--- config.mk ---
export PLATFORM = sky130hd
export DESIGN_NAME = expand
export DESIGN_NICKNAME = d
export VERILOG_FILES = /design/src/rtl/expand.sv
export SDC_FILE = /design/constraint.sdc
export NUM_CORES = 1
export LEC_CHECK = 0
export ABC_AREA = 1
export CORE_MARGIN = 10
export CORE_UTILIZATION = 53
export DETAILED_ROUTE_END_ITERATION = 16
export MAX_ROUTING_LAYER = met4
export PLACE_DENSITY = 0.88
export SLEW_MARGIN = 10
export SYNTH_ARGS = -nofsm -noshare
export SYNTH_HDL_FRONTEND = slang
export SYNTH_SLANG_ARGS = --single-unit
--- constraint.sdc ---
create_clock -name clk -period 1.78 [get_ports clk]
set_input_delay 0.178 -clock clk [delete_from_list [all_inputs] [get_ports clk]]
set_output_delay 0.178 -clock clk [all_outputs]
set_load 0.02 [all_outputs]
--- src/rtl/expand.sv ---
// expand: widens signed image words to the number domain by sign extension and a per-word left
// shift, behind a 2-stage valid/ready pipeline. Define EXPAND_SATURATE_EN to saturate overflow.
module expand #(
  parameter int unsigned NUM_WIDTH  = 33,
  parameter int unsigned IMG_WIDTH  = 16,
  parameter int unsigned NUM_AWIDTH = $clog2(NUM_WIDTH)
) (
  input  logic                 clk,
  input  logic                 rst,
  input  logic [7:0]           shift,
  input  logic                 up_val,
  output logic                 up_rdy,
  input  logic [IMG_WIDTH-1:0] up_data,
  output logic                 dn_val,
  input  logic                 dn_rdy,
  output logic [NUM_WIDTH-1:0] dn_data,
  output logic                 dn_sat
);

  localparam logic [7:0] ShiftLimit = 8'(NUM_WIDTH);

  logic                        en;
  logic                        v1_q, v1_d;
  logic signed [NUM_WIDTH-1:0] d1_q, d1_d;
  logic [7:0]                  s1_q, s1_d;
  logic                        v2_q, v2_d;
  logic [NUM_WIDTH-1:0]        dn_data_q, dn_data_d;

  logic [NUM_AWIDTH-1:0]       sh_amt;
  logic                        big_shift;
  logic signed [NUM_WIDTH-1:0] shifted;
  logic [NUM_WIDTH-1:0]        res_data;

  assign en     = ~v2_q | dn_rdy;
  assign up_rdy = en;
  assign dn_val = v2_q;
  assign dn_data = dn_data_q;

  // Stage 1 capture; stage registers hold as a whole when the output is stalled.
  always_comb begin
    v1_d = v1_q;
    d1_d = d1_q;
    s1_d = s1_q;
    v2_d = v2_q;
    if (en) begin
      v1_d = up_val;
      d1_d = {{(NUM_WIDTH - IMG_WIDTH){up_data[IMG_WIDTH-1]}}, up_data};
      s1_d = shift;
      v2_d = v1_q;
    end
  end

  // Only the low bits matter when the shift is below NUM_WIDTH; larger shifts are handled apart.
  assign sh_amt    = s1_q[NUM_AWIDTH-1:0];
  assign big_shift = (s1_q >= ShiftLimit);
  assign shifted   = d1_q <<< sh_amt;

`ifdef EXPAND_SATURATE_EN
  logic signed [NUM_WIDTH-1:0] back;
  logic                        fits;
  logic                        sat_d, dn_sat_q;

  // The shift lost no information iff shifting back reproduces the operand.
  assign back = shifted >>> sh_amt;

  always_comb begin
    fits = (d1_q == '0) || (!big_shift && (back == d1_q));
    if (fits) begin
      res_data = big_shift ? '0 : shifted;
      sat_d    = 1'b0;
    end else begin
      res_data = d1_q[NUM_WIDTH-1] ? {1'b1, {(NUM_WIDTH-1){1'b0}}}
                                   : {1'b0, {(NUM_WIDTH-1){1'b1}}};
      sat_d    = 1'b1;
    end
  end

  always_ff @(posedge clk) begin
    if (rst) begin
      dn_sat_q <= 1'b0;
    end else if (en) begin
      dn_sat_q <= sat_d;
    end
  end

  assign dn_sat = dn_sat_q;
`else
  assign res_data = big_shift ? '0 : shifted;
  assign dn_sat   = 1'b0;
`endif

  assign dn_data_d = en ? res_data : dn_data_q;

  always_ff @(posedge clk) begin
    if (rst) begin
      v1_q      <= 1'b0;
      d1_q      <= '0;
      s1_q      <= '0;
      v2_q      <= 1'b0;
      dn_data_q <= '0;
    end else begin
      v1_q      <= v1_d;
      d1_q      <= d1_d;
      s1_q      <= s1_d;
      v2_q      <= v2_d;
      dn_data_q <= dn_data_d;
    end
  end

endmodule
Word level (Yosys, flattened, before mapping)
Index checks and enable logic that the tools add are counted.
Widths: inputs -> output; s select.
{"block": "word_totals", "ff_bits": 59, "in_bits": 28, "out_inout_bits": 36, "word_cells": 10}
{"block": "classes", "magnitude_cmp": 1, "shift": 1, "muxes": 1, "bitwise_logic": 2}
{"operator": "$mux 33", "count": 1}
{"operator": "$sshl 16x6->33", "count": 1}
{"operator": "$ge 8x6->1 const B", "count": 1}
{"operator": "$not 1->1", "count": 1}
{"operator": "$or 1x1->1", "count": 1}

Logic depth before layout (Yosys ltp)
Gate-level depths: netlist of the first run.
{"block": "logic_depth", "word_depth": 2, "ltp_mapped": 12, "ltp_nobuf": 11}

Worst setup path before layout of the first run
Ideal clock, no wire load.
{"block": "synth_timing", "path_type": "flip-flop to flip-flop", "startpoint": "reg v2_q, in the netlist dn_val", "endpoint": "reg dn_data_q[6], in the netlist dn_data[6]", "setup_time_ps": 132, "arrival_ps": 1267, "required_ps": 1648, "setup_slack_ps": 380, "stages_incl_launch_ff": 11, "path_buffers": 1, "synth_period_minus_slack_ps": 1400, "cell_sequence": "dfxtp_1 > inv_1 > nor2_4 > inv_4 > nand2_4 > nor2_8 > inv_2 > nor2_8 > buf_6 > nand3_1 > a21oi_1"}
{"block": "synth_via", "elab_chain_len": 2}
{"element": "start: declaration", "line_no": "26", "text": "logic v2_q, v2_d;"}
{"element": "start signal: assignment", "line_no": "105", "text": "v2_q <= v2_d;"}
{"element": "$not 1->1", "line_no": "34", "text": "assign en = ~v2_q | dn_rdy;"}
{"element": "$or 1x1->1", "line_no": "34"}
{"element": "end signal: assignment", "line_no": "106", "text": "dn_data_q <= dn_data_d;"}
{"element": "end: declaration", "line_no": "27", "text": "logic [NUM_WIDTH-1:0] dn_data_q, dn_data_d;"}
Every way passes these cells.
A chain may end at the register's enable or synchronous reset.

Worst setup path in the final report of the first run
{"block": "layout_timing", "startpoint": "reg v2_q, in the netlist dn_val", "endpoint": "out up_rdy"}
{"block": "layout_via", "elab_chain_len": 2}
{"element": "$not 1->1", "line_no": "34"}
{"element": "$or 1x1->1", "line_no": "34"}
{"element": "end: declaration", "line_no": "12", "text": "output logic up_rdy,"}
Every way passes these cells.

==> results of run 1 <==
==> power groups by stage <==
| stage | clock network, W | logic, W | registers [W] |
|---|---|---|---|
| 2_1_floorplan | 0 | 0.000608 | 0.00153 |
| 3_3_place_gp | 0 | 0.000935 | 0.00149 |
| 3_5_place_dp | 0 | 0.000943 | 0.00150 |
| 4_1_cts | 0.00119 | 0.000947 | 0.00147 |
| 5_1_grt | 0.00125 | 0.00105 | 0.00148 |
| 6_report | 0.00118 | 0.000949 | 0.00147 |
==> worst paths after layout <==
check | start | endpoint | slack [ns] | depth (start not counted)
setup / recovery | dn_val | up_rdy | 0.1 | 4
hold / removal | rst | dn_data[31] | 0.31 | 3
setup reg to reg | s1_q[0] | dn_data[31] | 0.12 | 9
hold reg to reg | dn_data[7] | dn_data[7] | 0.46 | 2
==> sequential cells by signal (all words and copies together) (netlist names) <==
signal,count
d1_q,16
dn_data,33
dn_val,1
s1_q,8
v1_q,1
==> kinds of logic (layout without fill, tap and decap cells) <==
| logic type | count (synthesis) | count (layout) | share of synthesized area, % |
|---|---|---|---|
| AO/OA/AOI/OAI | 70 | 70 | 12.0 |
| flip-flops | 59 | 59 | 33.9 |
| AND/OR/NAND/NOR | 317 | 317 | 45.6 |
| other | 1 | 1 | 0.108 |
| buffers and inverters | 49 | 105 | 8.43 |
==> area by class of cell <==
| cell class | instances | area, um2 | share of cell area (%) |
|---|---|---|---|
| Clock buffer | 11 | 131 | 3.05 |
| Clock inverter | 5 | 53.8 | 1.25 |
| Inverter | 13 | 61.3 | 1.42 |
| Multi-Input combinational cell | 388 | 2010 | 46.7 |
| Sequential cell | 59 | 1180 | 27.4 |
| Tap cell | 77 | 96.3 | 2.24 |
| Timing Repair Buffer | 76 | 771 | 17.9 |
==> metal layers <==
metal	part of all wire, %	GRT usage, %
met5	0	-
met4	2.1	6.75
met3	6.8	5.28
met2	46	32.0
met1	45	25.3
==> through the flow <==
step / setup WS (ns) / util (%) / power (W)
2_1_floorplan: 0.380 / - / 0.00214
3_3_place_gp: 0.132 / 64.5 / 0.00243
3_5_place_dp: 0.150 / 64.5 / 0.00244
4_1_cts: 0.0679 / 67.4 / 0.00361
5_1_grt: 0.00235 / 67.4 / 0.00377
6_report: 0.0952 / 67.4 / 0.00360
==> critical path, stage by stage, from the launching register on <==
cell	delay, ns
dfxtp_1	0.35
inv_1	0.07
nor2_4	0.14
inv_4	0.06
clkdlybuf4s50_1	0.55
==> layout by cell type, fill, tap and decap left out, types with 2 or more instances in the layout <==
cell             synthesis  routed
o21ai_2                  2       2
a21oi_2                  8       8
clkbuf_8                 0       9
buf_4                    7      10
nand3_2                 24      24
nand2_1                181     181
clkdlybuf4s50_1          0      61
a21oi_1                 46      46
nand3_1                 72      72
clkinv_2                 0       3
nand2_2                  5       5
o21ai_1                  2       2
o21a_1                   2       2
nor2_8                   2       2
inv_1                    9       9
nor2_2                   2       2
clkinv_4                 1       2
nor2_4                   2       2
nand2_4                 10      10
dfxtp_1                 59      59
a211oi_1                 9       9
clkbuf_1                12       2
buf_12                   1       4
nor2_1                  16      16
==> reports/qor.csv, run 1 <==
metric;value;unit
syn-num-nets;524;
fin_cells;629;
drc;0;
root_buffer;clkbuf_8;
fmax;0.594;GHz
grt_max_degree;68;
hold_buffers;0;
synth_area;3490;um2
clkLatencyLatePin;0.34;ns
initial_core_util;54.6;%
grtUsageTotal;20.6;%
drive_gt1_share;16.1;%
io_pins;64;
antenna_found_initial;0;
p_leak;1.79;nW
yosysTopAreaCellShare;33.9;%
grt_pass1_vias;3437;
ant_nets;0;
wirelength;10000;um
hold_viol_final;0;
die_h;101;um
pwr-share-clk;32.8;%
p_sw;0.00118;W
async_reset_ff_share;0;%
avgRoutedWirePerCell;15.9;um
combPwrFrac;26.4;%
final_area;4310;um2
htreeDepth;3;
ys.flop_type;dfxtp_1;
critPathRequiredTime;1.60;ns
cts-resized-gates;0;
yosysMostFrequentCell;nand2_1;
tns;0;ns
max_cap_violations;0;
post-cts-setup-buffers;0;
skew;0.0104;ns
synth.distinct_cells;32;
p_seq_share;40.8;%
die_w;101;um
worstSetupEndpointType;primary output;
placementRows;29;
cts_buffer_depth;2;
synth_edf_count;0;
cts_tree;yes;
io_buffers;62;
setup-violations-final;0;
worstSetupPathType;reg -> out;
grt_overflow;0;
syn_avg_cell_area;7.03;um2
vdd_drop_max;0.635;mV
cts.sinks;59;
pwr_density_cell;835;nW/um2
drt-vias-per-instance;5.51;
synth_common_cells;nand2_1 (181), nand3_1 (72), dfxtp_1 (59);
core;6390;um2
drtIter0Drc;228;
cts_buffers;9;
clk_pin_slew;0.07;ns
timing.final.crit_share;94.7;%
finalMaxSlewViolations;0;
whs;0.305;ns
crit_fanout;3;
gp_congestion;0.948;
period_needed;1.68;ns
firstDrtPassIters;6;
switching_share;32.8;%
diodes;0;
placed_area;4120;um2
ys_top_cells_by_area;dfxtp_1 (34%), nand2_1 (19%), nand3_1 (10%), nand3_2 (6.9%), a21oi_1 (6.6%);
area_growth_syn_to_layout;23.5;%
ys_seq_area_share;33.9;%
grt_first_pass_wirelength;16700;um
intPower;0.00241;W
dp.cells;613;
rsz0062_at_grt;no;
dieArea;10200;um2
ys_seq_elements;59;
yosys.area.top_type;dfxtp_1;
vias;3466;
fillers;585;
nets;575;
status;finished clean;
arrival;1.51;ns
hold_path.class;in -> reg;
yosysWarningCount;0;
dp_hpwl;7500;um
cp-start-kind;flop;
synthesis.instances;496;
Power figures use the tool's default switching activity.
==> run 2, diff against run 1 <==
--- a/config.mk
+++ b/config.mk
@@ -6,7 +6,7 @@
 export NUM_CORES = 1
 export LEC_CHECK = 0
 export ABC_AREA = 1
-export CORE_MARGIN = 10
+export CAP_MARGIN = 20
 export CORE_UTILIZATION = 53
 export DETAILED_ROUTE_END_ITERATION = 16
 export MAX_ROUTING_LAYER = met4
==> reports/qor.csv, run 2 (synthesis gave the netlist of run 1 again) <==
metric;value;unit;change
status;finished clean;;
cts-resized-gates;0;;unchanged
grt_pass1_vias;3393;;-1.3%
io_pins;64;;unchanged
final_cell_mix;nand2_1 (181), nand3_1 (72), clkdlybuf4s50_1 (61), dfxtp_1 (59), a21oi_1 (46);;
drtIter0Drc;219;;-3.9%
worstSetupEndpointType;primary output;;
post-cts-setup-buffers;0;;unchanged
cts_buffer_depth;2;;unchanged
die_w;83.1;um;-18%
period_needed;1.68;ns;-0.00430 ns
antenna_found_initial;0;;unchanged
htreeDepth;3;;unchanged
fmax;0.595;GHz;+0.26%
hold_viol_final;0;;unchanged
worstSetupPathType;reg -> out;;
vdd_drop_max;0.667;mV;+5.0%
core;6350;um2;-0.57%
fin_cells;630;;+0.16%
largest_register_ffs;33;;unchanged
wl_met1;4350;um;-4.3%
die_h;83.1;um;-18%
hold_path.class;in -> reg;;
fin_ws;0.0995;ns;+0.00430 ns
nets;576;;+0.17%
drive_gt1_share;16.5;%;+0.33 points
dp_hpwl;6930;um;-7.6%
arrival;1.50;ns;about the same
grt_max_degree;68;;unchanged
gp_congestion;1.02;;+7.7%
vias;3487;;+0.61%
cts_buffers;9;;unchanged
fillers;579;;-1.0%
drc;0;;unchanged
area_growth_syn_to_layout;23.6;%;about the same
dieArea;6910;um2;-32%
p_leak;1.80;nW;+0.26%
grt_first_pass_wirelength;15900;um;-4.8%
placed_area;4120;um2;-0.12%
root_buffer;clkbuf_8;;
io_buffers;62;;unchanged
cts_tree;yes;;
setup-violations-final;0;;unchanged
avgRoutedWirePerCell;15.0;um;-6.2%
timing.final.crit_share;94.4;%;-0.24 points
initial_core_util;54.9;%;+0.31 points
critPathRequiredTime;1.60;ns;about the same
total_power;0.00362;W;+0.65%
wirelength;9420;um;-6.0%
crit_fanout;4;;+1
grtUsageTotal;29.6;%;+9.1 points
pwr_density_cell;840;nW/um2;+0.56%
finalMaxSlewViolations;0;;unchanged
grt_overflow;0;;unchanged
highest_layer;met4;;
pre_cts_ws;0.142;ns;-0.00790 ns
final_area;4310;um2;about the same
met3_length;406;um;-40%
worst_slew_pin_slew;0.690;ns;
cp-start-kind;flop;;
skew;0.00737;ns;-0.00306 ns
drt-vias-per-instance;5.53;;+0.45%
ant_nets;0;;unchanged
final_common_cell;nand2_1;;
rsz0062_at_grt;no;;
hold_buffers;0;;unchanged
dp.cells;614;;+0.16%
max_cap_violations;0;;unchanged
firstDrtPassIters;5;;-1
maxSlewHeadroom;54.0;%;
clk_pin_slew;0.07;ns;about the same
clkLatencyLatePin;0.34;ns;about the same
placementRows;29;;unchanged
diodes;0;;unchanged
wl_met2;4360;um;-4.8%
tns;0;ns;unchanged
cts.sinks;59;;unchanged
multi_input_area;2010;um2;unchanged
ff_latch_area;1180;um2;unchanged
==> run 2: cell types whose count changed in the layout (fill, tap and decap cells not counted) <==
cell | previous run | this run
buf_4 | 10 | 12
buf_12 | 4 | 3
clkbuf_1 | 2 | 1
clkbuf_8 | 9 | 10
clkinv_4 | 2 | 1
clkinvlp_4 | 0 | 1
==> run 2: worst max-delay path, cell delays in order (launching register included) <==
cell and delay [ns]:
dfxtp_1 0.34, inv_1 0.07, nor2_4 0.14, inv_4 0.07, clkdlybuf4s50_1 0.55
==> run 2: final timing paths <==
kind | cells past startpoint | end | slack, ns | startpoint
max | 4 | up_rdy | 0.1 | dn_val
min | 3 | dn_data[20] | 0.29 | rst
max reg2reg | 9 | dn_data[31] | 0.18 | s1_q[0]
min reg2reg | 2 | dn_data[13] | 0.47 | dn_data[13]
==> run 2: per-layer routing <==
metal | GRT usage (%) | vias up
met5 | - | -
met4 | 14.3 | 0
met3 | 4.27 | 26
met2 | 47.2 | 119
met1 | 36.9 | 1604
li1 | - | 1738
==> run 2: report_power, final <==
group | switching (W) | total [W] | internal (W)
Sequential | 0.0000652 | 0.00147 | 0.00140
Clock | 0.000530 | 0.00121 | 0.000677
Combinational | 0.000577 | 0.000945 | 0.000367
Total | 0.00117 | 0.00362 | 0.00245
==> run 2: area by class of cell <==
class / instances / share of cell area, %
well taps: 77 / 2.24
flip-flops and latches: 59 / 27.4
clock inverters: 5 / 1.22
inverters: 13 / 1.42
clock buffers: 11 / 3.28
multi-input cells: 388 / 46.7
repair buffers: 77 / 17.8
==> run 2: metrics by stage <==
stage	hold slack [ns]	util [%]
2_1_floorplan	0.321	-
3_3_place_gp	0.452	64.8
3_5_place_dp	0.458	64.8
4_1_cts	0.284	67.9
5_1_grt	0.311	67.9
6_report	0.294	67.9
==> run 3, diff against run 2 <==
--- a/config.mk
+++ b/config.mk
@@ -7,6 +7,7 @@
 export LEC_CHECK = 0
 export ABC_AREA = 1
 export CAP_MARGIN = 20
+export CORE_MARGIN = 2
 export CORE_UTILIZATION = 53
 export DETAILED_ROUTE_END_ITERATION = 16
 export MAX_ROUTING_LAYER = met4
==> reports/qor.csv, run 3 (synthesis gave the netlist of run 1 again) <==
metric;value;unit;change
total_power;0.00369;W;+1.9%
final_core_util;68.5;%;+0.67 points
fin_ws;0.0621;ns;-0.0374 ns
clk_pin_slew;0.07;ns;about the same
clkLatencyLatePin;0.35;ns;about the same
finalMaxSlewViolations;0;;unchanged
vdd_drop_max;0.560;mV;-16%
core;6350;um2;unchanged
worstSetupEndpointType;primary output;;
io_pins;64;;unchanged
cts_buffer_depth;2;;unchanged
final_common_cell;nand2_1;;
ant_nets;0;;unchanged
maxSlewHeadroom;56.0;%;+2.0 points
rsz0062_at_grt;no;;
vias;3528;;+1.2%
grtUsageTotal;29.3;%;-0.32 points
nets;582;;+1.0%
tns;0;ns;unchanged
final_cell_mix;nand2_1 (181), nand3_1 (72), clkdlybuf4s50_1 (61), dfxtp_1 (59), a21oi_1 (46);;
cp-start-kind;flop;;
critPathRequiredTime;1.60;ns;about the same
grt_max_degree;68;;unchanged
cts.sinks;59;;unchanged
ff_latch_area;1180;um2;unchanged
status;finished clean;;
antenna_found_initial;0;;unchanged
worstSetupPathType;reg -> out;;
wirelength;9750;um;+3.5%
setup-violations-final;0;;unchanged
fmax;0.582;GHz;-2.2%
hold_buffers;0;;unchanged
worst_slew_pin_slew;0.660;ns;-0.0295 ns
grt_first_pass_wirelength;16400;um;+2.8%
max_cap_violations;0;;unchanged
htreeDepth;3;;unchanged
die_h;85.1;um;+2.4%
skew;0.00828;ns;+0.000909 ns
grt_pass1_vias;3432;;+1.1%
avgRoutedWirePerCell;15.3;um;+2.5%
cts_buffers;9;;unchanged
area_growth_syn_to_layout;24.8;%;
die_w;85.1;um;+2.4%
largest_register_ffs;33;;unchanged
placementRows;29;;unchanged
hold_viol_final;0;;unchanged
diodes;0;;unchanged
io_buffers;62;;unchanged
gp_congestion;0.983;;-3.7%
crit_fanout;9;;+5
multi_input_area;2010;um2;unchanged
grt_overflow;0;;unchanged
initial_core_util;54.9;%;unchanged
drt-vias-per-instance;5.55;;+0.22%
dieArea;7240;um2;+4.9%
drtIter0Drc;255;;+16%
arrival;1.54;ns;+0.04 ns
pwr_density_cell;848;nW/um2;+0.93%
period_needed;1.72;ns;+0.0374 ns
timing.final.crit_share;96.5;%;+2.1 points
cts_tree;yes;;
dp_hpwl;7150;um;+3.2%
drc;0;;unchanged
root_buffer;clkbuf_8;;
fillers;561;;-3.1%
p_leak;1.83;nW;+1.7%
r2r_slack;0.10;ns;-0.08 ns
drive_gt1_share;17.4;%;+0.90 points
hold_path.class;in -> reg;;
pre_cts_ws;0.0406;ns;-0.102 ns
firstDrtPassIters;5;;unchanged
## run 3: cell types whose count changed in the layout (fill, tap and decap cells not counted)
cell	delta
clkbuf_8	+1
clkinvlp_4	-1
clkinv_4	+1
buf_12	-1
buf_4	+7
clkinv_2	-1
## run 3: per-stage QoR
stage          instances  instance area, um2  hold slack (ns)
3_5_place_dp         616                4110            0.454
4_1_cts              632                4310            0.290
2_1_floorplan        496                3490            0.321
3_3_place_gp         616                4110            0.452
6_report             636                4350            0.286
5_1_grt              636                4350            0.320
## run 3: worst paths after layout
path,start,to,cells after the start
worst max-delay path,dn_val,up_rdy,4
worst min-delay path,rst,s1_q[7],2
worst max register to register,s1_q[0],dn_data[19],8
worst min register to register,dn_data[12],dn_data[12],2
## run 3: routing by layer
metal  track usage [%]  share of wire, %
met5                 -                 0
met4              8.95               2.0
met3              5.74               4.8
met2              48.2                48
met1              36.4                45
## run 3: area by class of cell
class | instances | area share (%)
multi-input cells | 388 | 46.2
repair buffers | 83 | 18.3
flip-flops and latches | 59 | 27.1
well taps | 77 | 2.21
clock inverters | 4 | 1.12
clock buffers | 12 | 3.57
inverters | 13 | 1.41
## run 3: repair_timing
action,in CTS,in global routing
buffers inserted,0,4
endpoints found under the setup margin,0,1
gates resized for setup,0,0
## run 3: critical path: stages (launching register included)
cell	delay [ns]
dfxtp_1	0.32
inv_1	0.10
nor2_4	0.05
inv_4	0.10
clkdlybuf4s50_1	0.62
## run 3: report_power, final
part           switching [W]  total [W]  internal (W)  leakage, nW
clock               0.000542    0.00126      0.000721        0.106
sequential         0.0000697    0.00147       0.00140        0.485
combinational       0.000578   0.000954      0.000376         1.24
total                0.00119    0.00369       0.00250         1.83
